[src/rtl/mul_share_arb_if.sv]
// Multiply-request bus between the requesters (master side) and the
// shared multiplier responder (slave side).
//   req_en        per-requester request valid
//   req_in_1/2    operand A / B, requester i at bits [32i+31:32i]
//   gnt           one-hot grant, combinational in the request cycle
//   rsp_valid     one-hot, product for the indicated requester is valid
//   rsp_out       64-bit unsigned product (holds between results)
//   rsp_id        index of the requester owning rsp_out
//   conflict_cnt  saturating count of cycles with >= 2 requests
interface mul_share_arb_if #(
    parameter int NCLI = 3
);
    logic [NCLI-1:0]      req_en;
    logic [NCLI*32-1:0]   req_in_1;
    logic [NCLI*32-1:0]   req_in_2;
    logic [NCLI-1:0]      gnt;
    logic [NCLI-1:0]      rsp_valid;
    logic [63:0]          rsp_out;
    logic [1:0]           rsp_id;
    logic [15:0]          conflict_cnt;

    modport master (
        output req_en, req_in_1, req_in_2,
        input  gnt, rsp_valid, rsp_out, rsp_id, conflict_cnt
    );

    modport slave (
        input  req_en, req_in_1, req_in_2,
        output gnt, rsp_valid, rsp_out, rsp_id, conflict_cnt
    );
endinterface

[src/rtl/mul_share_arb.sv]
// Shared pipelined 32x32 unsigned multiplier with an age-aware arbiter.
// Lowest index wins unless some requester has been denied MAX_WAIT
// consecutive cycles; promoted requesters then win (lowest index first).
// Results come back LAT cycles after the accept, in accept order.
//   clk    clock, rising edge
//   reset  asynchronous, active-high
//   bus    mul_share_arb_if slave port (requests, grant, response, stats)

// Per-requester age counter; flags the requester once it has waited
// MAX_WAIT consecutive denied cycles.
module mul_share_arb_age #(
    parameter int MAX_WAIT = 4
) (
    input  logic clk,
    input  logic reset,
    input  logic en,
    input  logic gnt,
    output logic promo
);
    logic [3:0] wait_cnt;

    always_ff @(posedge clk or posedge reset) begin
        if (reset)
            wait_cnt <= '0;
        else if (!en || gnt)
            wait_cnt <= '0;
        else if (wait_cnt != 4'(MAX_WAIT))
            wait_cnt <= wait_cnt + 4'd1;
    end

    assign promo = en && (wait_cnt == 4'(MAX_WAIT));
endmodule

module mul_share_arb #(
    parameter int NCLI     = 3,
    parameter int LAT      = 2,
    parameter int MAX_WAIT = 4
) (
    input  logic           clk,
    input  logic           reset,
    mul_share_arb_if.slave bus
);
    localparam int STAGES = LAT - 1;

    logic [NCLI-1:0] promo;
    logic [NCLI-1:0] gnt;
    logic            acc;
    logic [31:0]     a_sel, b_sel;
    logic [1:0]      id_sel;
    logic [15:0]     conflict_q;

    // Valid travels as the one-hot grant so the last stage is rsp_valid
    // directly, with no decode after the flops.
    logic [STAGES:0][NCLI-1:0] vld_pipe;
    logic [STAGES:0][1:0]      id_pipe;
    logic [63:0]               prod_last;

    genvar gi;
    generate
        for (gi = 0; gi < NCLI; gi++) begin : g_age
            mul_share_arb_age #(.MAX_WAIT(MAX_WAIT)) u_age (
                .clk   (clk),
                .reset (reset),
                .en    (bus.req_en[gi]),
                .gnt   (gnt[gi]),
                .promo (promo[gi])
            );
        end
    endgenerate

    // Scan from the top so the lowest qualifying index is written last.
    always_comb begin
        gnt = '0;
        if (|promo) begin
            for (int i = NCLI-1; i >= 0; i--)
                if (promo[i]) begin
                    gnt    = '0;
                    gnt[i] = 1'b1;
                end
        end else begin
            for (int i = NCLI-1; i >= 0; i--)
                if (bus.req_en[i]) begin
                    gnt    = '0;
                    gnt[i] = 1'b1;
                end
        end
    end

    assign bus.gnt = gnt;
    assign acc     = |gnt;

    // Grant is one-hot, so an AND-OR mux picks the winner's operands.
    always_comb begin
        a_sel  = '0;
        b_sel  = '0;
        id_sel = '0;
        for (int i = 0; i < NCLI; i++) begin
            a_sel = a_sel | (bus.req_in_1[i*32 +: 32] & {32{gnt[i]}});
            b_sel = b_sel | (bus.req_in_2[i*32 +: 32] & {32{gnt[i]}});
            if (gnt[i])
                id_sel = 2'(i);
        end
    end

    // Valid/id pipe; id only advances with a valid entry so the last
    // stage holds the id of the most recent result.
    always_ff @(posedge clk or posedge reset) begin
        if (reset) begin
            vld_pipe <= '0;
            id_pipe  <= '0;
        end else begin
            vld_pipe[0] <= gnt;
            if (acc)
                id_pipe[0] <= id_sel;
            for (int k = 1; k <= STAGES; k++) begin
                vld_pipe[k] <= vld_pipe[k-1];
                if (|vld_pipe[k-1])
                    id_pipe[k] <= id_pipe[k-1];
            end
        end
    end

    generate
        if (LAT == 1) begin : g_lat1
            logic [63:0] prod_q;

            always_ff @(posedge clk or posedge reset) begin
                if (reset)
                    prod_q <= '0;
                else if (acc)
                    prod_q <= {32'd0, a_sel} * {32'd0, b_sel};
            end

            assign prod_last = prod_q;
        end else begin : g_latn
            logic [31:0] a_q, b_q;
            logic [63:0] prod_pipe [STAGES:1];

            // Stage 0 holds operands; the multiply sits between stage 0
            // and stage 1, later stages only delay the product.
            always_ff @(posedge clk or posedge reset) begin
                if (reset) begin
                    a_q <= '0;
                    b_q <= '0;
                    for (int k = 1; k <= STAGES; k++)
                        prod_pipe[k] <= '0;
                end else begin
                    if (acc) begin
                        a_q <= a_sel;
                        b_q <= b_sel;
                    end
                    if (|vld_pipe[0])
                        prod_pipe[1] <= {32'd0, a_q} * {32'd0, b_q};
                    for (int k = 2; k <= STAGES; k++)
                        if (|vld_pipe[k-1])
                            prod_pipe[k] <= prod_pipe[k-1];
                end
            end

            assign prod_last = prod_pipe[STAGES];
        end
    endgenerate

    assign bus.rsp_valid = vld_pipe[STAGES];
    assign bus.rsp_id    = id_pipe[STAGES];
    assign bus.rsp_out   = prod_last;

    always_ff @(posedge clk or posedge reset) begin
        if (reset)
            conflict_q <= '0;
        else if (($countones(bus.req_en) >= 2) && (conflict_q != 16'hFFFF))
            conflict_q <= conflict_q + 16'd1;
    end

    assign bus.conflict_cnt = conflict_q;
endmodule
[src/flat_wrapper.sv]
// flat-port wrapper written by rule: the top's interface ports become plain ports
module mul_share_arb_flat 
#(
    parameter int NCLI     = 3,
    parameter int LAT      = 2,
    parameter int MAX_WAIT = 4
)
  (clk, reset, bus_req_en, bus_req_in_1, bus_req_in_2, bus_gnt, bus_rsp_valid, bus_rsp_out, bus_rsp_id, bus_conflict_cnt);
  mul_share_arb_if #(.NCLI(NCLI)) bus_i ();
  input  logic clk;
  input  logic reset;
  input wire logic [$bits(bus_i.req_en)-1:0] bus_req_en;
  input wire logic [$bits(bus_i.req_in_1)-1:0] bus_req_in_1;
  input wire logic [$bits(bus_i.req_in_2)-1:0] bus_req_in_2;
  output wire logic [$bits(bus_i.gnt)-1:0] bus_gnt;
  output wire logic [$bits(bus_i.rsp_valid)-1:0] bus_rsp_valid;
  output wire logic [$bits(bus_i.rsp_out)-1:0] bus_rsp_out;
  output wire logic [$bits(bus_i.rsp_id)-1:0] bus_rsp_id;
  output wire logic [$bits(bus_i.conflict_cnt)-1:0] bus_conflict_cnt;
  assign bus_i.req_en = bus_req_en;
  assign bus_i.req_in_1 = bus_req_in_1;
  assign bus_i.req_in_2 = bus_req_in_2;
  assign bus_gnt = bus_i.gnt;
  assign bus_rsp_valid = bus_i.rsp_valid;
  assign bus_rsp_out = bus_i.rsp_out;
  assign bus_rsp_id = bus_i.rsp_id;
  assign bus_conflict_cnt = bus_i.conflict_cnt;
  mul_share_arb #(.NCLI(NCLI), .LAT(LAT), .MAX_WAIT(MAX_WAIT)) u_core (.clk(clk), .reset(reset), .bus(bus_i));
endmodule
[config.mk]
export PLATFORM = sky130hd
export DESIGN_NAME = mul_share_arb_flat
export DESIGN_NICKNAME = d
export VERILOG_FILES = /design/src/rtl/mul_share_arb_if.sv /design/src/rtl/mul_share_arb.sv /design/src/flat_wrapper.sv
export SDC_FILE = /design/constraint.sdc
export NUM_CORES = 2
export LEC_CHECK = 0
export CORE_MARGIN = 4
export CORE_UTILIZATION = 57
export CTS_CLUSTER_DIAMETER = 60
export DETAILED_ROUTE_END_ITERATION = 7
export GPL_TIMING_DRIVEN = 1
export PLACE_DENSITY = 0.76
export SYNTH_ARGS = -nofsm -noshare
export SYNTH_HDL_FRONTEND = slang
export SYNTH_SLANG_ARGS = --single-unit
[constraint.sdc]
create_clock -name clk -period 11.3 [get_ports clk]
set_clock_uncertainty 0.05 [all_clocks]
set_input_delay 1.695 -clock clk [delete_from_list [all_inputs] [get_ports clk]]
set_output_delay 1.695 -clock clk [all_outputs]
set_load 0.01 [all_outputs]
==> impl_metrics.json <==
{
  "ys_seq_area_share_pct": 10.24,
  "cap_violations": 0,
  "ioPinCount": 285,
  "fmax_mhz": 120.2,
  "syn2layout_area_growth_pct": 10.13,
  "fillers": 5763,
  "cts_root_buffer": "clkbuf_16",
  "clk_pin_slew_ps": 90,
  "grt_pass1_wl_um": 183400,
  "cts_max_path_buffers": 2,
  "critPathMaxFanout": 33,
  "ys.flop_type": "dfrtp_1",
  "drcViolationCount": 0,
  "netlist_area_um2": 40570,
  "grt_setup_unrepaired": "false",
  "setup_tns_ps": 0,
  "max-slew-margin-rel_pct": 18.61,
  "port_buffers": 284,
  "final_common_cell": "fa_1",
  "numCtsBuffers": 17,
  "postSynthCellCount": 4407,
  "synth_edf_count": 0,
  "drt-vias-per-instance": 5.728,
  "synthArstFlopShare_pct": 100.0,
  "tightestPinTransition_ps": 1221,
  "final_cell_mix": "fa_1, inv_1, and2_1",
  "yosysWarnings": 0,
  "firstDrtPassIters": 7,
  "gp_congestion": 0.9194,
  "layout-drive-gt1-share_pct": 2.951,
  "postCtsHoldBufs": 0,
  "critical_path_required_ps": 11630,
  "finalHoldViolCount": 0,
  "grt.overflow.total": 0,
  "ctsResizeCount": 0,
  "multiInputGateArea_um2": 32030,
  "die_x_um": 274.8,
  "start_kind": "flip-flop",
  "final_area_um2": 44680,
  "wl_per_cell_um": 20.80,
  "antenna_cells": 0,
  "grt.total_usage_pct": 31.27,
  "period_share_pct": 73.65,
  "ff_latch_area_um2": 4155,
  "endpoint_kind": "flip-flop",
  "ys_seq_elements": 166,
  "postPlaceCellArea_um2": 44030,
  "clk_latency_ps": 480,
  "synth_top_cell_by_area": "fa_1",
  "initial_core_util_pct": 57.73,
  "fin_crit_ps": 8322,
  "fp-row-count": 97,
  "timing.reg2reg.setup_slack_ps": 2980,
  "drt-total-wl_um": 113300,
  "nets": 5859,
  "synth_area_leaders": "fa_1, dfrtp_1, and2_1, ha_1, inv_1",
  "worstSetupPathType": "reg -> reg",
  "avgSynthCellArea_um2": 9.206,
  "grt_max_degree": 97,
  "crit_arrival_ps": 8650,
  "die-area_um2": 75510,
  "finalSetupViolCount": 0,
  "cts_tree": "yes",
  "ys_types": 75,
  "holdWs_ps": 416.3,
  "hpwlAfterDp_um": 89030,
  "core_um2": 70270,
  "antenna_found_initial": 0,
  "grt_pass1_vias": 33975,
  "status": "completed",
  "htreeDepth": 4,
  "drtIter0Drc": 2440,
  "vias": 31198,
  "cts_setup_buffers": 0,
  "cts_sinks": 166,
  "die_height_um": 274.8,
  "final_antenna_net_count": 0,
  "synth_fp_nets": 5772,
  "maxSlewViolCount": 0,
  "netlist.area_leader.share_pct": 44.21,
  "holdCritPathClass": "reg -> reg"
}
[worst max-delay path, cell delays in order (launching register included)]
cell       delay (ps)
dfrtp_1          1150
and2_1            280
fa_1              460
fa_1              540
inv_1              50
fa_1              440
fa_1              540
inv_1              50
fa_1              550
fa_1              450
fa_1              530
fa_1              420
ha_1              370
and2_1            250
a21oi_1           250
o221ai_1          220
a221oi_2          400
o311ai_1          210
a21oi_2           260
a22oi_1           140
or4b_1            480
o2111ai_1         100
[registers in the layout (all words and copies together) (netlist names), 3 cells and up]
| register | cells |
|---|---|
| u_core.vld_pipe | 3 |
| u_core.bus.rsp_out | 64 |
| u_core.bus.rsp_valid | 3 |
| u_core.g_age.u_age.wait_cnt | 12 |
| u_core.bus.conflict_cnt | 16 |
| u_core.g_latn.b_q | 32 |
| u_core.g_latn.a_q | 32 |
[synth_stat cells, types with 5 or more instances]
master and count:
o31ai_1 8, a222oi_1 64, nor3_1 15, nand2b_1 6
nand4_1 23, o21ai_1 5, and4_1 5, buf_4 8
nor4_1 5, xor2_1 37, and3_1 8, a31oi_1 13
inv_1 878, o211ai_1 7, buf_2 6, o21ai_0 44
xnor2_1 41, or3_1 5, buf_1 5, o21bai_1 9
dfrtp_1 166, o21a_1 11, ha_1 272, clkbuf_1 268
nor2_1 161, nand3_1 27, a21oi_1 163, a21o_1 32
nor2b_1 7, fa_1 896, and2_1 604, nand2_1 528
[worst paths after layout]
| kind | startpoint | end | cells after the start |
|---|---|---|---|
| worst max-delay path | u_core.g_latn.a_q[18]$_DFFE_PP0P_ | u_core.bus.rsp_out[62]$_DFFE_PP0P_ | 21 |
| min in group asynchronous | reset | u_core.bus.rsp_out[9]$_DFFE_PP0P_ | 2 |
| worst min register to register | u_core.vld_pipe[0]$_DFF_PP0_ | u_core.bus.rsp_valid[0]$_DFF_PP0_ | 0 |
| worst min-delay path | u_core.vld_pipe[0]$_DFF_PP0_ | u_core.bus.rsp_valid[0]$_DFF_PP0_ | 0 |
| max in group asynchronous | reset | u_core.g_latn.b_q[26]$_DFFE_PP0P_ | 3 |
| worst max register to register | u_core.g_latn.a_q[18]$_DFFE_PP0P_ | u_core.bus.rsp_out[62]$_DFFE_PP0P_ | 21 |
[metal layers]
layer | vias up | GRT usage (%) | share of wire [%]
met5 | - | 0 | 0
met4 | 0 | 15.77 | 5.9
met3 | 365 | 5.085 | 7.4
met2 | 1396 | 53.45 | 49
met1 | 15995 | 38.72 | 37
li1 | 13442 | - | -
[layout make-up]
class                           count  share of cell area [%]
Clock buffer                       17                  0.9522
Clock inverter                     15                  0.4873
Inverter                          878                   7.388
Multi-Input combinational cell   3076                   71.68
Sequential cell                   166                   9.300
Tap cell                          940                   2.632
Timing Repair Buffer              355                   7.556
[cells by family after synthesis]
kind of cell	share of synthesized area (%)
AOI/OAI and AO/OA	6.899
xor gates and xnor gates	1.684
adders and majority gates	52.60
buffers and inverters	10.87
DFF	10.24
muxes	0.1265
and+or+nand+nor	17.58
[metrics by stage]
stage                     util (%)  instances  setup WS (ps)
final                        63.58       5447           2978
after global placement       62.66       5415           3229
after floorplan                  -       4407           4243
after detailed placement     62.66       5415           3071
after CTS                    63.58       5447           3037
after global routing         63.58       5447           2677
Power is left out: the tool's default activity adds up to more than one toggle a clock period on the data nets, which glitch-free logic cannot reach.
